## config.mk

```make
export PLATFORM = sky130hd
export DESIGN_NAME = ioctl_upload_server_flat
export DESIGN_NICKNAME = d
export VERILOG_FILES = /design/src/rtl/ioctl_pkg.sv /design/src/rtl/ioctl_upload_server_if.sv /design/src/rtl/upload_pause_arb.sv /design/src/rtl/ioctl_upload_server.sv /design/src/flat_wrapper.sv
export SDC_FILE = /design/constraint.sdc
export NUM_CORES = 1
export LEC_CHECK = 0
export ABC_AREA = 1
export BUFFER_PORTS_ARGS = -buffer_cell sky130_fd_sc_hd__buf_2
export CAP_MARGIN = 20
export CORE_ASPECT_RATIO = 1.2
export CORE_MARGIN = 2
export CORE_UTILIZATION = 50
export DETAILED_ROUTE_END_ITERATION = 10
export HOLD_SLACK_MARGIN = 0.15
export PLACE_DENSITY_LB_ADDON = 0.12
export SETUP_SLACK_MARGIN = 0.02
export SYNTH_ARGS = -nofsm -noshare
export SYNTH_HDL_FRONTEND = slang
export SYNTH_SLANG_ARGS = --single-unit
```

## constraint.sdc

```tcl
create_clock -name clk_sys -period 2.47 [get_ports clk_sys]
set_input_delay 0 -clock clk_sys [delete_from_list [all_inputs] [get_ports clk_sys]]
set_output_delay 0 -clock clk_sys [all_outputs]
set_load 0.01 [all_outputs]
```

## src/rtl/ioctl_pkg.sv

```systemverilog
// Shared types and constants for the ioctl upload (read-back) path.
// Holds the upload FSM encoding, the ioctl address width and the byte returned outside the window.
package ioctl_pkg;

  localparam int         IOCTL_AW  = 25;
  localparam logic [7:0] FILL_BYTE = 8'hFF;

  typedef enum logic [2:0] {
    ST_IDLE,
    ST_PAUSE,
    ST_READY,
    ST_FETCH,
    ST_LAT,
    ST_RELEASE
  } upload_state_e;

endpackage

```

## src/rtl/ioctl_upload_server_if.sv

```systemverilog
// hps_io side of the ioctl upload channel: session/index/address/strobe in, byte/wait back.
// master = hps_io (issues reads), slave = the upload responder.
interface ioctl_upload_server_if;
  import ioctl_pkg::*;

  logic                ioctl_upload;
  logic [7:0]          ioctl_index;
  logic [IOCTL_AW-1:0] ioctl_addr;
  logic                ioctl_rd;
  logic [7:0]          ioctl_din;
  logic                ioctl_wait;

  modport master (
    output ioctl_upload, ioctl_index, ioctl_addr, ioctl_rd,
    input  ioctl_din, ioctl_wait
  );

  modport slave (
    input  ioctl_upload, ioctl_index, ioctl_addr, ioctl_rd,
    output ioctl_din, ioctl_wait
  );

endinterface

```

## src/rtl/upload_pause_arb.sv

```systemverilog
// CPU pause handshake and RAM-port ownership for a HPS-side RAM accessor; registered, 1-cycle command-to-output.
// hold_o flags an external un-pause while the port is owned so the owner can freeze.
module upload_pause_arb (
  input  logic clk_i,
  input  logic rst_i,
  input  logic acq_i,
  input  logic own_i,
  input  logic rel_i,
  input  logic done_i,
  input  logic paused_i,
  output logic pause_req_o,
  output logic ram_access_o,
  output logic hold_o
);

  logic pause_req_q;
  logic access_q;

  always_ff @(posedge clk_i or posedge rst_i) begin
    if (rst_i) begin
      pause_req_q <= 1'b0;
      access_q    <= 1'b0;
    end else begin
      if (acq_i)       pause_req_q <= 1'b1;
      else if (done_i) pause_req_q <= 1'b0;
      if (own_i)       access_q <= 1'b1;
      else if (rel_i)  access_q <= 1'b0;
    end
  end

  assign pause_req_o  = pause_req_q;
  assign ram_access_o = access_q;
  assign hold_o       = access_q & ~paused_i;

endmodule

```

## src/rtl/ioctl_upload_server.sv

```systemverilog
// Serves ioctl upload reads from a paused game RAM window; byte valid RD_LAT+1 cycles after ioctl_rd, ioctl_wait stalls hps_io.
// UPLOAD_DIRTY_REQ_EN adds cpu_wr/cpu_addr tracking that raises ioctl_upload_req when the window was written.
module ioctl_upload_server
  import ioctl_pkg::*;
#(
  parameter int              AW     = 16,
  parameter logic [AW-1:0]   BASE   = 16'h6000,
  parameter int              LEN    = 1024,
  parameter logic [7:0]      INDEX  = 8'd4,
  parameter int              RD_LAT = 1
) (
  input  logic                 clk_sys,
  input  logic                 reset,
  ioctl_upload_server_if.slave io,
  output logic                 pause_req,
  input  logic                 paused,
  output logic [AW-1:0]        ram_addr,
  output logic                 ram_rd,
  input  logic [7:0]           ram_data,
  output logic                 ram_access
`ifdef UPLOAD_DIRTY_REQ_EN
  ,
  input  logic                 cpu_wr,
  input  logic [AW-1:0]        cpu_addr,
  output logic                 ioctl_upload_req
`endif
);

  localparam int                  CW    = (RD_LAT > 1) ? $clog2(RD_LAT) : 1;
  localparam logic [IOCTL_AW-1:0] LEN_A = IOCTL_AW'(LEN);

  upload_state_e       state_q, state_d;
  logic [CW-1:0]       cnt_q, cnt_d;
  logic                pend_q, pend_d;
  logic [IOCTL_AW-1:0] pend_addr_q, pend_addr_d;
  logic                wait_q, wait_d;
  logic [7:0]          din_q, din_d;
  logic [AW-1:0]       ram_addr_q;
  logic                sel, hold, serve, in_range;
  logic [IOCTL_AW-1:0] req_addr;
  logic                acq, own, rel, done;

  assign sel      = io.ioctl_upload & (io.ioctl_index == INDEX);
  assign req_addr = pend_q ? pend_addr_q : io.ioctl_addr;
  assign in_range = req_addr < LEN_A;
  // A latched strobe is always older than a live one, so it is served first.
  assign serve    = (state_q == ST_READY) & ~hold & sel & (pend_q | io.ioctl_rd);
  assign ram_rd   = serve & in_range;
  assign ram_addr = ram_rd ? (BASE + req_addr[AW-1:0]) : ram_addr_q;

  always_comb begin
    state_d     = state_q;
    cnt_d       = cnt_q;
    pend_d      = pend_q;
    pend_addr_d = pend_addr_q;
    wait_d      = wait_q;
    din_d       = din_q;
    acq         = 1'b0;
    own         = 1'b0;
    rel         = 1'b0;
    done        = 1'b0;
    if (state_q != ST_IDLE && state_q != ST_RELEASE && !sel) begin
      state_d = ST_RELEASE;
      rel     = 1'b1;
      pend_d  = 1'b0;
    end else begin
      case (state_q)
        ST_IDLE: begin
          if (sel) begin
            state_d = ST_PAUSE;
            acq     = 1'b1;
            wait_d  = 1'b1;
          end
        end
        ST_PAUSE: begin
          if (io.ioctl_rd) begin
            pend_d      = 1'b1;
            pend_addr_d = io.ioctl_addr;
          end
          if (paused) begin
            own     = 1'b1;
            wait_d  = 1'b0;
            state_d = ST_READY;
          end
        end
        ST_READY: begin
          if (hold) begin
            wait_d = 1'b1;
            if (io.ioctl_rd) begin
              pend_d      = 1'b1;
              pend_addr_d = io.ioctl_addr;
            end
          end else if (serve) begin
            pend_d = pend_q & io.ioctl_rd;
            if (pend_q && io.ioctl_rd) pend_addr_d = io.ioctl_addr;
            if (in_range) begin
              wait_d  = 1'b1;
              cnt_d   = '0;
              state_d = ST_FETCH;
            end else begin
              din_d  = FILL_BYTE;
              wait_d = 1'b0;
            end
          end else begin
            wait_d = 1'b0;
          end
        end
        ST_FETCH, ST_LAT: begin
          if (io.ioctl_rd) begin
            pend_d      = 1'b1;
            pend_addr_d = io.ioctl_addr;
          end
          if (hold) begin
            wait_d = 1'b1;
          end else if (cnt_q == CW'(RD_LAT - 1)) begin
            din_d   = ram_data;
            wait_d  = 1'b0;
            state_d = ST_READY;
          end else begin
            cnt_d   = cnt_q + 1'b1;
            state_d = ST_LAT;
          end
        end
        ST_RELEASE: begin
          done    = 1'b1;
          wait_d  = 1'b0;
          state_d = ST_IDLE;
        end
        default: state_d = ST_IDLE;
      endcase
    end
  end

  always_ff @(posedge clk_sys or posedge reset) begin
    if (reset) begin
      state_q     <= ST_IDLE;
      cnt_q       <= '0;
      pend_q      <= 1'b0;
      pend_addr_q <= '0;
      wait_q      <= 1'b0;
      din_q       <= 8'h00;
      ram_addr_q  <= '0;
    end else begin
      state_q     <= state_d;
      cnt_q       <= cnt_d;
      pend_q      <= pend_d;
      pend_addr_q <= pend_addr_d;
      wait_q      <= wait_d;
      din_q       <= din_d;
      ram_addr_q  <= ram_addr;
    end
  end

  upload_pause_arb u_arb (
    .clk_i        (clk_sys),
    .rst_i        (reset),
    .acq_i        (acq),
    .own_i        (own),
    .rel_i        (rel),
    .done_i       (done),
    .paused_i     (paused),
    .pause_req_o  (pause_req),
    .ram_access_o (ram_access),
    .hold_o       (hold)
  );

  assign io.ioctl_din  = din_q;
  assign io.ioctl_wait = wait_q;

`ifdef UPLOAD_DIRTY_REQ_EN
  localparam logic [AW:0] LEN_W = (AW+1)'(LEN);

  logic          dirty_q, granted_q, dirty_set;
  logic [AW-1:0] cpu_off;

  // Offset compare handles the window wrapping past the top of the address space.
  assign cpu_off   = cpu_addr - BASE;
  assign dirty_set = cpu_wr & ~ram_access & ({1'b0, cpu_off} < LEN_W);

  always_ff @(posedge clk_sys or posedge reset) begin
    if (reset) begin
      dirty_q   <= 1'b0;
      granted_q <= 1'b0;
    end else begin
      if (state_q == ST_IDLE) granted_q <= 1'b0;
      else if (own)           granted_q <= 1'b1;
      if (dirty_set)              dirty_q <= 1'b1;
      else if (done && granted_q) dirty_q <= 1'b0;
    end
  end

  assign ioctl_upload_req = dirty_q & ~io.ioctl_upload;
`endif

endmodule
```

## src/flat_wrapper.sv

```systemverilog
// flat-port wrapper written by rule: the top's interface ports become plain ports
module ioctl_upload_server_flat import ioctl_pkg::*;
#(
  parameter int              AW     = 16,
  parameter logic [AW-1:0]   BASE   = 16'h6000,
  parameter int              LEN    = 1024,
  parameter logic [7:0]      INDEX  = 8'd4,
  parameter int              RD_LAT = 1
)
  (clk_sys, reset, pause_req, paused, ram_addr, ram_rd, ram_data, ram_access, io_ioctl_upload, io_ioctl_index, io_ioctl_addr, io_ioctl_rd, io_ioctl_din, io_ioctl_wait);
  ioctl_upload_server_if io_i ();
  input  logic clk_sys;
  input  logic reset;
  output logic pause_req;
  input  logic paused;
  output logic [AW-1:0] ram_addr;
  output logic ram_rd;
  input  logic [7:0] ram_data;
  output logic ram_access;
  input wire logic [$bits(io_i.ioctl_upload)-1:0] io_ioctl_upload;
  input wire logic [$bits(io_i.ioctl_index)-1:0] io_ioctl_index;
  input wire logic [$bits(io_i.ioctl_addr)-1:0] io_ioctl_addr;
  input wire logic [$bits(io_i.ioctl_rd)-1:0] io_ioctl_rd;
  output wire logic [$bits(io_i.ioctl_din)-1:0] io_ioctl_din;
  output wire logic [$bits(io_i.ioctl_wait)-1:0] io_ioctl_wait;
  assign io_i.ioctl_upload = io_ioctl_upload;
  assign io_i.ioctl_index = io_ioctl_index;
  assign io_i.ioctl_addr = io_ioctl_addr;
  assign io_i.ioctl_rd = io_ioctl_rd;
  assign io_ioctl_din = io_i.ioctl_din;
  assign io_ioctl_wait = io_i.ioctl_wait;
  ioctl_upload_server #(.AW(AW), .BASE(BASE), .LEN(LEN), .INDEX(INDEX), .RD_LAT(RD_LAT)) u_core (.clk_sys(clk_sys), .reset(reset), .io(io_i), .pause_req(pause_req), .paused(paused), .ram_addr(ram_addr), .ram_rd(ram_rd), .ram_data(ram_data), .ram_access(ram_access));
endmodule
```

# Word level (Yosys, flattened, before mapping)
# Cells that the tools add are included.
# word_totals
register_bits	57
in_bits	46
out_inout_bits	28
# classes
n_addsub	2
order_cmp	1
eq_ne	25
mux	54
bitwise_logic	11
n_reduce_logical	20
# op_table
cell	count
25-bit 2-to-1 mux	5
25-bit case mux with 2 select lines	1
8-bit 2-to-1 mux	5
1-bit 2-to-1 mux	29
25-bit by 11-bit less-than comparator with 1-bit output, second input constant	1
3-bit 2-to-1 mux	8
15-bit by 16-bit adder with 16-bit output, first input constant	1
16-bit 2-to-1 mux	1
8-bit case mux with 2 select lines	1
3-bit by 2-bit != test with 1-bit output, second input constant	4
3-bit != test, second input constant	4
3-bit case mux with 4 select lines	1
6-bit AND reduction	2
2-bit != test, second input constant	5
8-bit by 3-bit == test with 1-bit output, second input constant	1
2-bit nonzero test	4
1-bit bitwise AND	7
7-bit AND reduction	1
3-bit by 2-bit == test with 1-bit output, second input constant	2
3-bit == test, second input constant	2
2-bit by 1-bit != test with 1-bit output, second input constant	3
3-bit by 1-bit != test with 1-bit output, second input constant	2
3-bit nonzero test	2
1-bit case mux with 5 select lines	1
15 further kinds	20

# Longest topological paths before layout
# Gate-level depths: netlist (run 1).
# logic_depth
ltp_word	10
depth_mapped	16
mapped_depth_nobuf	14

# Hierarchy
# Synthesis (run 1) repeated with hierarchy kept, for this count alone.
# hier_totals
cells_unflattened	591
hier_area_um2	3741.1
# by_module_without_submodules
mod	n_inst	cells_per_inst	area_each_um2
ioctl_upload_server	1	578	3647.2
upload_pause_arb	1	13	93.8

# Worst setup path after synthesis (run 1)
# No wires, ideal clock.
# synth_path
kind	register to register
from	reg u_core.pend_q
to	reg u_core.ram_addr_q[13]
setup_time_ns	0.145
t_arrival_ns	1.963
setup_slack_ns	0.362
path_stages_with_launch	15
path_buffers	3
period_less_slack_ns	2.108
path_cell_list	dfrtp_1 -> inv_2 -> buf_6 -> clkbuf_1 -> nand2_1 -> o21ai_0 -> ha_1 -> inv_1 -> nor2_1 -> nand2_1 -> nor2_4 -> nand3_4 -> buf_6 -> nand2_1 -> nand2_1
# synth_via
elab_chain_cells	4
word_cells_on_any_way	7
# synth_lines
element	line	rtl
start, declared	ioctl_upload_server.sv:34	logic pend_q, pend_d;
start signal, assigned	ioctl_upload_server.sv:146	pend_q <= pend_d;
25-bit 2-to-1 mux / 1-bit bitwise OR (equally long branches)	ioctl_upload_server.sv:44, ioctl_upload_server.sv:47	
25-bit by 11-bit less-than comparator with 1-bit output / 1-bit bitwise AND (equally long branches)	ioctl_upload_server.sv:45, ioctl_upload_server.sv:47	
1-bit bitwise AND	ioctl_upload_server.sv:48	assign ram_rd = serve & in_range;
16-bit 2-to-1 mux (*)	ioctl_upload_server.sv:49	assign ram_addr = ram_rd ? (BASE + req_addr[AW-1:0]) : ram_addr_q;
named net ram_addr[13]	flat_wrapper.sv:16	output logic [AW-1:0] ram_addr;
end signal, assigned	ioctl_upload_server.sv:150	ram_addr_q <= ram_addr;
end, declared	ioctl_upload_server.sv:38	logic [AW-1:0] ram_addr_q;
# The timed path passes the listed nets; every way through them passes the cells marked *.
# A chain may end at the register's enable or synchronous reset.

# Final worst setup path (run 1)
# layout_path
from	reg u_core.pend_q
to	out ram_addr[13]
# layout_via
elab_chain_cells	4
word_cells_on_any_way	7
# layout_lines
element	line
25-bit 2-to-1 mux / 1-bit bitwise OR (equally long branches)	ioctl_upload_server.sv:44, ioctl_upload_server.sv:47
25-bit by 11-bit less-than comparator with 1-bit output / 1-bit bitwise AND (equally long branches)	ioctl_upload_server.sv:45, ioctl_upload_server.sv:47
1-bit bitwise AND	ioctl_upload_server.sv:48
16-bit 2-to-1 mux (*)	ioctl_upload_server.sv:49
end, declared	flat_wrapper.sv:16
# Every way passes the cells marked *; elsewhere a longest branch is shown, timed or not.

==> flow_summary_export.csv, run 1 <==
group,metric,value,unit
outcome,status,"finished clean",
synth,syn_area,3070,sq um
pwr,cellPowerDensity,918,nW/um^2
timing,setup_violations,0,
synth,synth_commonest_cells,"91 x nand2_1, 56 x dfrtp_1, 39 x o21ai_2",
timing,fin_tns_setup,0,ps
setup_path,cp_cell_sequence,"clkinv_4 > o21ai_0 > buf_4 > ha_1 > inv_1 > nor2_1 > nand2_1 > nor2_4 > nand3_4 > buf_12 > inv_1 > nand2_1 > nand2_1 > buf_2",
synth,synth_top_flop_cell,"dfrtp_1",
synth,muxShareOfSynthArea,0,%
synth,seq_area_frac_synth,45.7,%
setup_path,worstPathArrival,2310,ps
synth,synth_top_family_by_area,"simple AND/OR/NAND/NOR gates",
synth,synth_warnings,0,
setup_path,path_max_fanout,17,
floorplan,row_count,31,
setup_path,startpoint,"u_core.pend_q$_DFFE_PP0P_",
synth,synth_fa_ha_area_share,0.816,%
setup_path,crit_required,2470,ps
cells_and_area,utilization,66.8,%
synth,async_reset_ff_share,100,%
clocking,cts-buffers-inserted,5,
cells_and_area,seq_area,1400,sq um
cells_and_area,antennaDiodeCount,0,
clocking,cts_tree,"done",
floorplan,io_pins,74,
timing,fmax,0.434,GHz
synth,syn-num-nets,403,
synth,synth_top_cells_by_area,"dfrtp_1 46%, nand2_1 11%, o21ai_2 11%",
synth,synth_xor_area_share,0,%
pwr,peakVddDrop,639,uV
global_routing,grt.overflow.total,0,
setup_path,path_class,"reg2out",
routing,first_iter_violations,134,
cells_and_area,fill_cells,539,
routing,avgRoutedWirePerCell,12.2,um
floorplan,core-area,5970,sq um
timing,relSlewSlack,54.7,%
clocking,clkSlewWorstSetupHoldPaths,90,ps
cells_and_area,drive_gt1_share,38.7,%
job,cap_violations,0,
routing,vias_per_cell,4.73,
setup_path,critPathBufInv,6,
timing,rsz0062_at_grt,"no",
setup_path,end_kind,"primary output",
worst_hold_path,min_from,"io_ioctl_rd",
synth,synth_most_common_cell,"nand2_1",
clocking,worstSkewPairLatency,310,ps
clocking,clockBufferDepth,2,
floorplan,die_y,89.8,um
synth,avgSynthCellArea,8.64,sq um
setup_path,worst_path_most_repeated_cell,"nand2_1",
timing,finalClockSkew,8.37,ps
cells_and_area,num-nets-final,515,
routing,dr_total_vias,2601,
floorplan,die_x,75.5,um
clocking,clkSinkCount,56,
placement,gp_congestion,0.816,
routing,first_pass_iters,4,
placement,io_buffer_count,73,
global_routing,grt.total_usage,20.7,%
routing,ant_nets,0,
routing,routed_wl,6710,um
clocking,cts_root_buf,"clkbuf_8",
timing,period_needed,2310,ps
global_routing,grt_pass1_vias,2560,
floorplan,fp.dieArea,6780,sq um
synth,synth_seq_cells,56,
synth,synth.largest_area_cell,"dfrtp_1",
pwr,p_leak,2.11,nW
routing,drc_errors,0,
cells_and_area,multiInputGateArea,1370,sq um
timing,fin_crit_sh,93.3,%
synth,ys_types,26,
timing,hold_viol_final,0,
synth,synthCells,355,
setup_path,critical_path.top_delay_family,"buffers and inverters",
global_routing,antenna_found_initial,0,
timing,worstMarginPinSlew,679,ps
setup_path,cpPeakStageDelay,410,ps
placement,hpwl,4370,um
synth,yosys.area_share.simple,27.6,%
synth,synth_compound_area_share,16.4,%
clocking,htree_levels,2,
setup_path,startpoint_type,"flip-flop",
synth,synth_edf_count,0,
floorplan,start_util,51.4,%
global_routing,grt_max_degree,51,
cells_and_area,syn_to_final_growth,30.0,%
global_routing,grt_pass1_wl,11200,um
worst_hold_path,hp-class,"in2reg",
synth,synth_top_cell_area_share,45.7,%
setup_path,rr_startpoint,"u_core.state_q[1]$_DFFE_PP0P_",
setup_path,crit_slowest_cell,"dfrtp_2",
timing,slew_viol_final,0,
==> per-layer routing <==
layer  vias to the layer above  routed length [um]  GRT usage (%)
met2                        47                3560           36.2
met1                      1209                2880           26.0
met3                         6                 209           3.03
met4                         0                  70           5.41
li1                       1339                   -              -
met5                         -                   0              0
==> layout by cell type, fill, tap and decap left out, drive strengths merged <==
master / instances
nand2: 113
a31oi: 1
dlygate4sd3: 37
a21boi: 1
a21oi: 4
clkbuf: 7
or2: 8
ha: 2
o21ai: 61
clkinv: 2
buf: 79
a211oi: 1
nand3b: 1
nand3: 18
inv: 46
dfrtp: 56
o22ai: 1
nor2: 30
==> per-stage QoR <==
step	setup slack (ps)	power, mW	hold WS, ps	instances	area (sq um)
floorplan	362	2.82	130	355	3070
global placement	382	3.04	124	502	3470
detailed placement	365	3.10	127	502	3470
CTS	21.5	3.68	160	547	3940
global route	11.3	3.99	230	550	3990
finish	165	3.66	172	550	3990
==> final timing paths <==
kind	endpoint	slack, ps	depth (start not counted)
setup / recovery	ram_addr[13]	160	14
hold / removal	u_core.pend_q$_DFFE_PP0P_	170	5
setup reg to reg	u_core.pend_addr_q[19]$_DFFE_PP0P_	400	8
hold reg to reg	u_core.io.ioctl_din[5]$_DFFE_PP0P_	480	2
max in group asynchronous	u_core.pend_q$_DFFE_PP0P_	1570	4
min in group asynchronous	u_core.ram_addr_q[15]$_DFF_PP0_	310	3
==> logic make-up after synthesis <==
logic type,Yosys count
AND/OR/NAND/NOR,170
flip-flops,56
buffers and inverters,58
adder cells (fa/ha/maj),2
AO/OA/AOI/OAI,69
==> state kept, by name (all words and copies together) (netlist names) <==
| signal | cells |
|---|---|
| u_core.io.ioctl_din | 8 |
| u_core.u_arb.pause_req_o | 1 |
| u_core.io.ioctl_wait | 1 |
| u_core.state_q | 3 |
| u_core.pend_q | 1 |
| u_core.ram_addr_q | 16 |
| u_core.pend_addr_q | 25 |
| u_core.u_arb.ram_access_o | 1 |
==> final cells by class <==
cell class / count / area share [%]
flip-flops and latches: 56 / 35.2
multi-input cells: 241 / 34.5
repair buffers: 117 / 20.9
inverters: 46 / 4.46
well taps: 82 / 2.57
clock buffers: 6 / 2.07
clock inverters: 2 / 0.345
==> worst min-delay path: cells and delay by family <==
kind                   cells  cell delay, ps
AND/OR/NAND/NOR            1              60
AO/OA/AOI/OAI              2             210
buffers and inverters      2             160
==> power by group <==
part / switching, mW / total [mW] / internal [mW]
logic: 1.05 / 1.70 / 0.658
registers: 0.194 / 1.43 / 1.23
clock network: 0.299 / 0.529 / 0.230
==> what timing repair did <==
action                                  4_1_cts  5_1_grt
hold endpoints to repair                     75        0
gates resized for setup                       0        5
buffers inserted                              0        2
hold buffers                                 37        0
endpoints found under the setup margin        0       17
Power figures use the tool's default switching activity.
==> run 2, diff against run 1 <==
- CORE_UTILIZATION: 50 -> 40
==> flow_summary_export.csv, run 2 (synthesis gave the netlist of run 1 again) <==
group,metric,value,unit
routing,first_pass_iters,4,
placement,io_buffer_count,73,
cells_and_area,utilization,52.9,%
routing,avgRoutedWirePerCell,11.7,um
pwr,p_switching,1.54,mW
routing,first_iter_violations,71,
cells_and_area,post-route-cell-area,4010,sq um
placement,dpl-instance-area,3490,sq um
global_routing,antenna_found_initial,0,
clocking,htree_levels,2,
cells_and_area,seq_area,1400,sq um
timing,setup_violations,0,
routing,vias_per_cell,4.62,
pwr,clockPowerShare,16.6,%
timing,slew_viol_final,0,
pwr,cellPowerDensity,945,nW/um^2
global_routing,grt_pass1_wl,11600,um
setup_path,path_max_fanout,33,
setup_path,crit_required,2470,ps
clocking,cts_root_buf,"clkbuf_8",
placement,gp_congestion,0.806,
pwr,peakVddDrop,531,uV
clocking,worstSkewPairLatency,310,ps
cells_and_area,syn_to_final_growth,30.8,%
job,cap_violations,0,
floorplan,start_util,40.5,%
clocking,clockBufferDepth,2,
floorplan,die_x,83.9,um
setup_path,worstPathArrival,2220,ps
cells_and_area,num-nets-final,515,
timing,rsz0062_at_grt,"no",
floorplan,core-area,7580,sq um
global_routing,grt_pass1_vias,2566,
routing,dr_total_vias,2588,
setup_path,end_kind,"primary output",
timing,fin_crit_sh,89.9,%
outcome,status,"finished clean",
timing,fin_hold_ws,243,ps
cells_and_area,antennaDiodeCount,0,
global_routing,grt_max_degree,34,
cells_and_area,drive_gt1_share,38.7,%
placement,dpl.cell_count,514,
clocking,clkSinkCount,56,
pwr,p_int,2.25,mW
cells_and_area,multiInputGateArea,1380,sq um
setup_path,startpoint_type,"flip-flop",
cells_and_area,largest_reg_flops,25,
cells_and_area,finalNonFillerCells,560,
global_routing,grt.overflow.total,0,
timing,fmax,0.450,GHz
floorplan,fp.dieArea,8390,sq um
timing,relSlewSlack,68.3,%
timing,worstMarginPinSlew,475,ps
pwr,p_leak,2.11,nW
setup_path,path_class,"reg2out",
clocking,cts-buffers-inserted,5,
floorplan,row_count,35,
timing,finalClockSkew,10.5,ps
cells_and_area,regMostFlops,"u_core.pend_addr_q",
worst_hold_path,hp-class,"in2reg",
cells_and_area,final_cell_mix,"91 x nand2_1, 73 x buf_2, 56 x dfrtp_1",
routing,drc_errors,0,
timing,fin_tns_setup,0,ps
pwr,p_total,3.79,mW
cells_and_area,fill_cells,733,
floorplan,io_pins,74,
routing,routed_wl,6560,um
floorplan,die_y,99.9,um
pwr,switching_share,40.6,%
clocking,cts_tree,"done",
routing,ant_nets,0,
pwr,p_seq_share,37.5,%
cells_and_area,mostFrequentLayoutCell,"nand2_1",
timing,period_needed,2220,ps
timing,hold_viol_final,0,
timing,fin_ws,249,ps
global_routing,grt.total_usage,16.6,%
pwr,pwr-share-comb,45.9,%
placement,pre_cts_slack,320,ps
placement,hpwl,4650,um
clocking,clkSlewWorstSetupHoldPaths,100,ps
-- run 2: power groups by stage --
stage               clock network (mW)  registers [mW]  logic [mW]
floorplan                            0            1.42        1.40
detailed placement                   0            1.43        1.71
global route                     0.695            1.46        2.00
finish                           0.628            1.42        1.74
CTS                              0.657            1.41        1.76
global placement                     0            1.42        1.68
-- run 2: path summary, 6_finish.rpt --
| kind | start | end | slack, ps | cells past startpoint |
|---|---|---|---|---|
| max | u_core.pend_q$_DFFE_PP0P_ | ram_addr[13] | 250 | 13 |
| min | io_ioctl_index[5] | u_core.state_q[2]$_DFFE_PP0P_ | 240 | 5 |
| max reg2reg | u_core.state_q[2]$_DFFE_PP0P_ | u_core.pend_addr_q[0]$_DFFE_PP0P_ | 530 | 10 |
| min reg2reg | u_core.ram_addr_q[15]$_DFF_PP0_ | u_core.ram_addr_q[15]$_DFF_PP0_ | 460 | 2 |
| max in group asynchronous | reset | u_core.u_arb.ram_access_o$_DFFE_PP0P_ | 1600 | 4 |
| min in group asynchronous | reset | u_core.ram_addr_q[7]$_DFF_PP0_ | 250 | 3 |
-- run 2: final cells by class --
type	count	share of cell area [%]
clock inverters	2	0.967
inverters	46	4.43
flip-flops and latches	56	34.9
multi-input cells	241	34.4
well taps	92	2.87
clock buffers	6	2.06
repair buffers	117	20.3
-- run 2: what timing repair did --
item / 4_1_cts / 5_1_grt
hold buffers: 38 / 0
setup buffers: 0 / 0
endpoints found under the hold margin: 70 / 0
endpoints found under the setup margin: 1 / 16
resized for setup: 1 / 9
-- run 2: metal layers --
metal	GRT usage (%)	vias to the layer above	wire length (um)
li1	-	1339	-
met1	20.7	1186	2970
met2	30.2	53	3270
met3	2.80	10	208
met4	3.97	0	114
met5	0	-	0
-- run 2: worst max-delay path, cell delays in order, from the launching register on --
cell and delay, ps:
dfrtp_1 410, clkinv_4 130, o21ai_2 180, ha_1 170, inv_1 40, nor2_1 90, nand2_1 90, nor2_4 110
nand3_4 70, buf_8 210, inv_1 100, nand2_1 60, nand2_1 90, buf_2 160
==> run 3, diff against run 2 <==
- clock period: 2.47 -> 2.15 ns (I/O delays scaled with it)
==> flow_summary_export.csv, run 3 (synthesis gave the netlist of run 1 again) <==
group,metric,value,unit
timing,setup_violations,13,
clocking,clockBufferDepth,2,
global_routing,grt.overflow.total,0,
global_routing,antenna_found_initial,0,
clocking,cts_tree,"done",
setup_path,path_max_fanout,8,
cells_and_area,antennaDiodeCount,0,
timing,fmax,0.457,GHz
cells_and_area,regMostFlops,"u_core.pend_addr_q",
floorplan,die_y,99.9,um
cells_and_area,largest_reg_flops,25,
global_routing,grt_pass1_vias,2443,
setup_path,worstPathArrival,2190,ps
setup_path,crit_required,2150,ps
pwr,clockPowerShare,13.5,%
placement,gp_congestion,0.789,
global_routing,grt.total_usage,16.7,%
routing,ant_nets,0,
floorplan,start_util,40.5,%
floorplan,die_x,83.9,um
timing,period_needed,2190,ps
outcome,violations,"setup timing",
placement,dpl.cell_count,516,
cells_and_area,finalNonFillerCells,568,
cells_and_area,num-nets-final,523,
routing,dr_total_vias,2604,
routing,drc_errors,0,
pwr,p_seq_share,38.4,%
floorplan,io_pins,74,
timing,hold_viol_final,0,
cells_and_area,drive_gt1_share,41.4,%
placement,io_buffer_count,73,
timing,finalClockSkew,10.9,ps
worst_hold_path,hp-class,"in2reg",
clocking,clkSinkCount,56,
floorplan,core-area,7580,sq um
pwr,p_switching,1.79,mW
clocking,worstSkewPairLatency,310,ps
cells_and_area,mostFrequentLayoutCell,"nand2_1",
clocking,cts-buffers-inserted,5,
timing,fin_hold_ws,242,ps
timing,fin_crit_sh,102,%
pwr,peakVddDrop,540,uV
clocking,cts_root_buf,"clkbuf_8",
clocking,htree_levels,2,
cells_and_area,utilization,54.6,%
global_routing,grt_max_degree,51,
placement,pre_cts_slack,231,ps
timing,fin_ws,-38.0,ps
cells_and_area,final_cell_mix,"86 x nand2_1, 71 x buf_2, 56 x dfrtp_1",
setup_path,startpoint_type,"flip-flop",
setup_path,path_class,"reg2out",
timing,rsz0062_at_grt,"yes",
timing,slew_viol_final,0,
cells_and_area,syn_to_final_growth,34.8,%
pwr,p_leak,2.17,nW
outcome,status,"finished with violations",
pwr,cellPowerDensity,1030,nW/um^2
routing,first_pass_iters,4,
global_routing,grt_pass1_wl,11400,um
timing,worstMarginPinSlew,525,ps
pwr,p_int,2.47,mW
floorplan,row_count,35,
job,cap_violations,0,
pwr,pwr-share-comb,48.1,%
routing,avgRoutedWirePerCell,11.8,um
timing,relSlewSlack,64.9,%
placement,hpwl,4490,um
routing,routed_wl,6720,um
floorplan,fp.dieArea,8390,sq um
routing,vias_per_cell,4.58,
setup_path,end_kind,"primary output",
routing,first_iter_violations,96,
clocking,clkSlewWorstSetupHoldPaths,100,ps
pwr,switching_share,42.1,%
run 3: cell count changes in the layout (fill, tap and decap cells not counted), sizes merged:
cell	previous run	this run
buf	79	85
bufinv	1	0
inv	45	46
clkinv	2	3
clkbuf	6	7
run 3: through the flow:
stage               area, sq um  setup TNS, ps  total power [mW]
global placement           3510              0              3.58
CTS                        4030              0              4.28
global route               4140          -2540              4.67
finish                     4140           -159              4.26
detailed placement         3510              0              3.62
floorplan                  3070              0              3.24
run 3: worst max-delay path, cell delays in order, from the launching register on:
cell and delay (ps):
dfrtp_1 420, inv_4 110, nand2_2 60, o21ai_2 70, ha_2 190, inv_1 40, nor2_1 90, nand2_1 90
nor2_4 140, nand3_4 160, clkbuf_16 220, o21ai_2 140, buf_2 150
run 3: repair_timing:
action | in CTS | in global routing
hold endpoints to repair | 72 | 0
setup buffers | 1 | 2
gates cloned | 1 | 2
pin swaps | 1 | 4
hold buffers | 38 | 0
endpoints found under the setup margin | 15 | 17
gates resized for setup | 6 | 14
run 3: power groups by stage:
stage                     registers [mW]  logic [mW]  clock network, mW
after floorplan                     1.64        1.61                  0
after global placement              1.64        1.94                  0
after detailed placement            1.64        1.98                  0
after CTS                           1.63        2.05              0.601
after global routing                1.68        2.35              0.640
final                               1.63        2.05              0.576
run 3: area by class of cell:
class | count | area (sq um)
Timing Repair Buffer | 125 | 955
Fill cell | 742 | 3440
Clock inverter | 3 | 18.8
Multi-Input combinational cell | 241 | 1400
Inverter | 46 | 178
Sequential cell | 56 | 1400
Tap cell | 92 | 115
Clock buffer | 5 | 68.8
run 3: final timing paths:
check	startpoint	end	slack, ps	cells after the start
max	u_core.pend_q$_DFFE_PP0P_	ram_addr[3]	-40	12
min	io_ioctl_index[5]	u_core.state_q[2]$_DFFE_PP0P_	240	5
max reg2reg	u_core.pend_q$_DFFE_PP0P_	u_core.state_q[2]$_DFFE_PP0P_	60	15
min reg2reg	u_core.ram_addr_q[15]$_DFF_PP0_	u_core.ram_addr_q[15]$_DFF_PP0_	470	2
max in group asynchronous	reset	u_core.io.ioctl_din[6]$_DFFE_PP0P_	1250	4
min in group asynchronous	reset	u_core.pend_addr_q[11]$_DFFE_PP0P_	260	3
run 3: per-layer routing:
| layer | vias to the layer above | wire length (um) | global-route usage (%) |
|---|---|---|---|
| met3 | 8 | 247 | 2.96 |
| li1 | 1350 | - | - |
| met1 | 1192 | 3210 | 23.1 |
| met4 | 0 | 72 | 4.59 |
| met2 | 54 | 3190 | 27.1 |
| met5 | - | 0 | 0 |
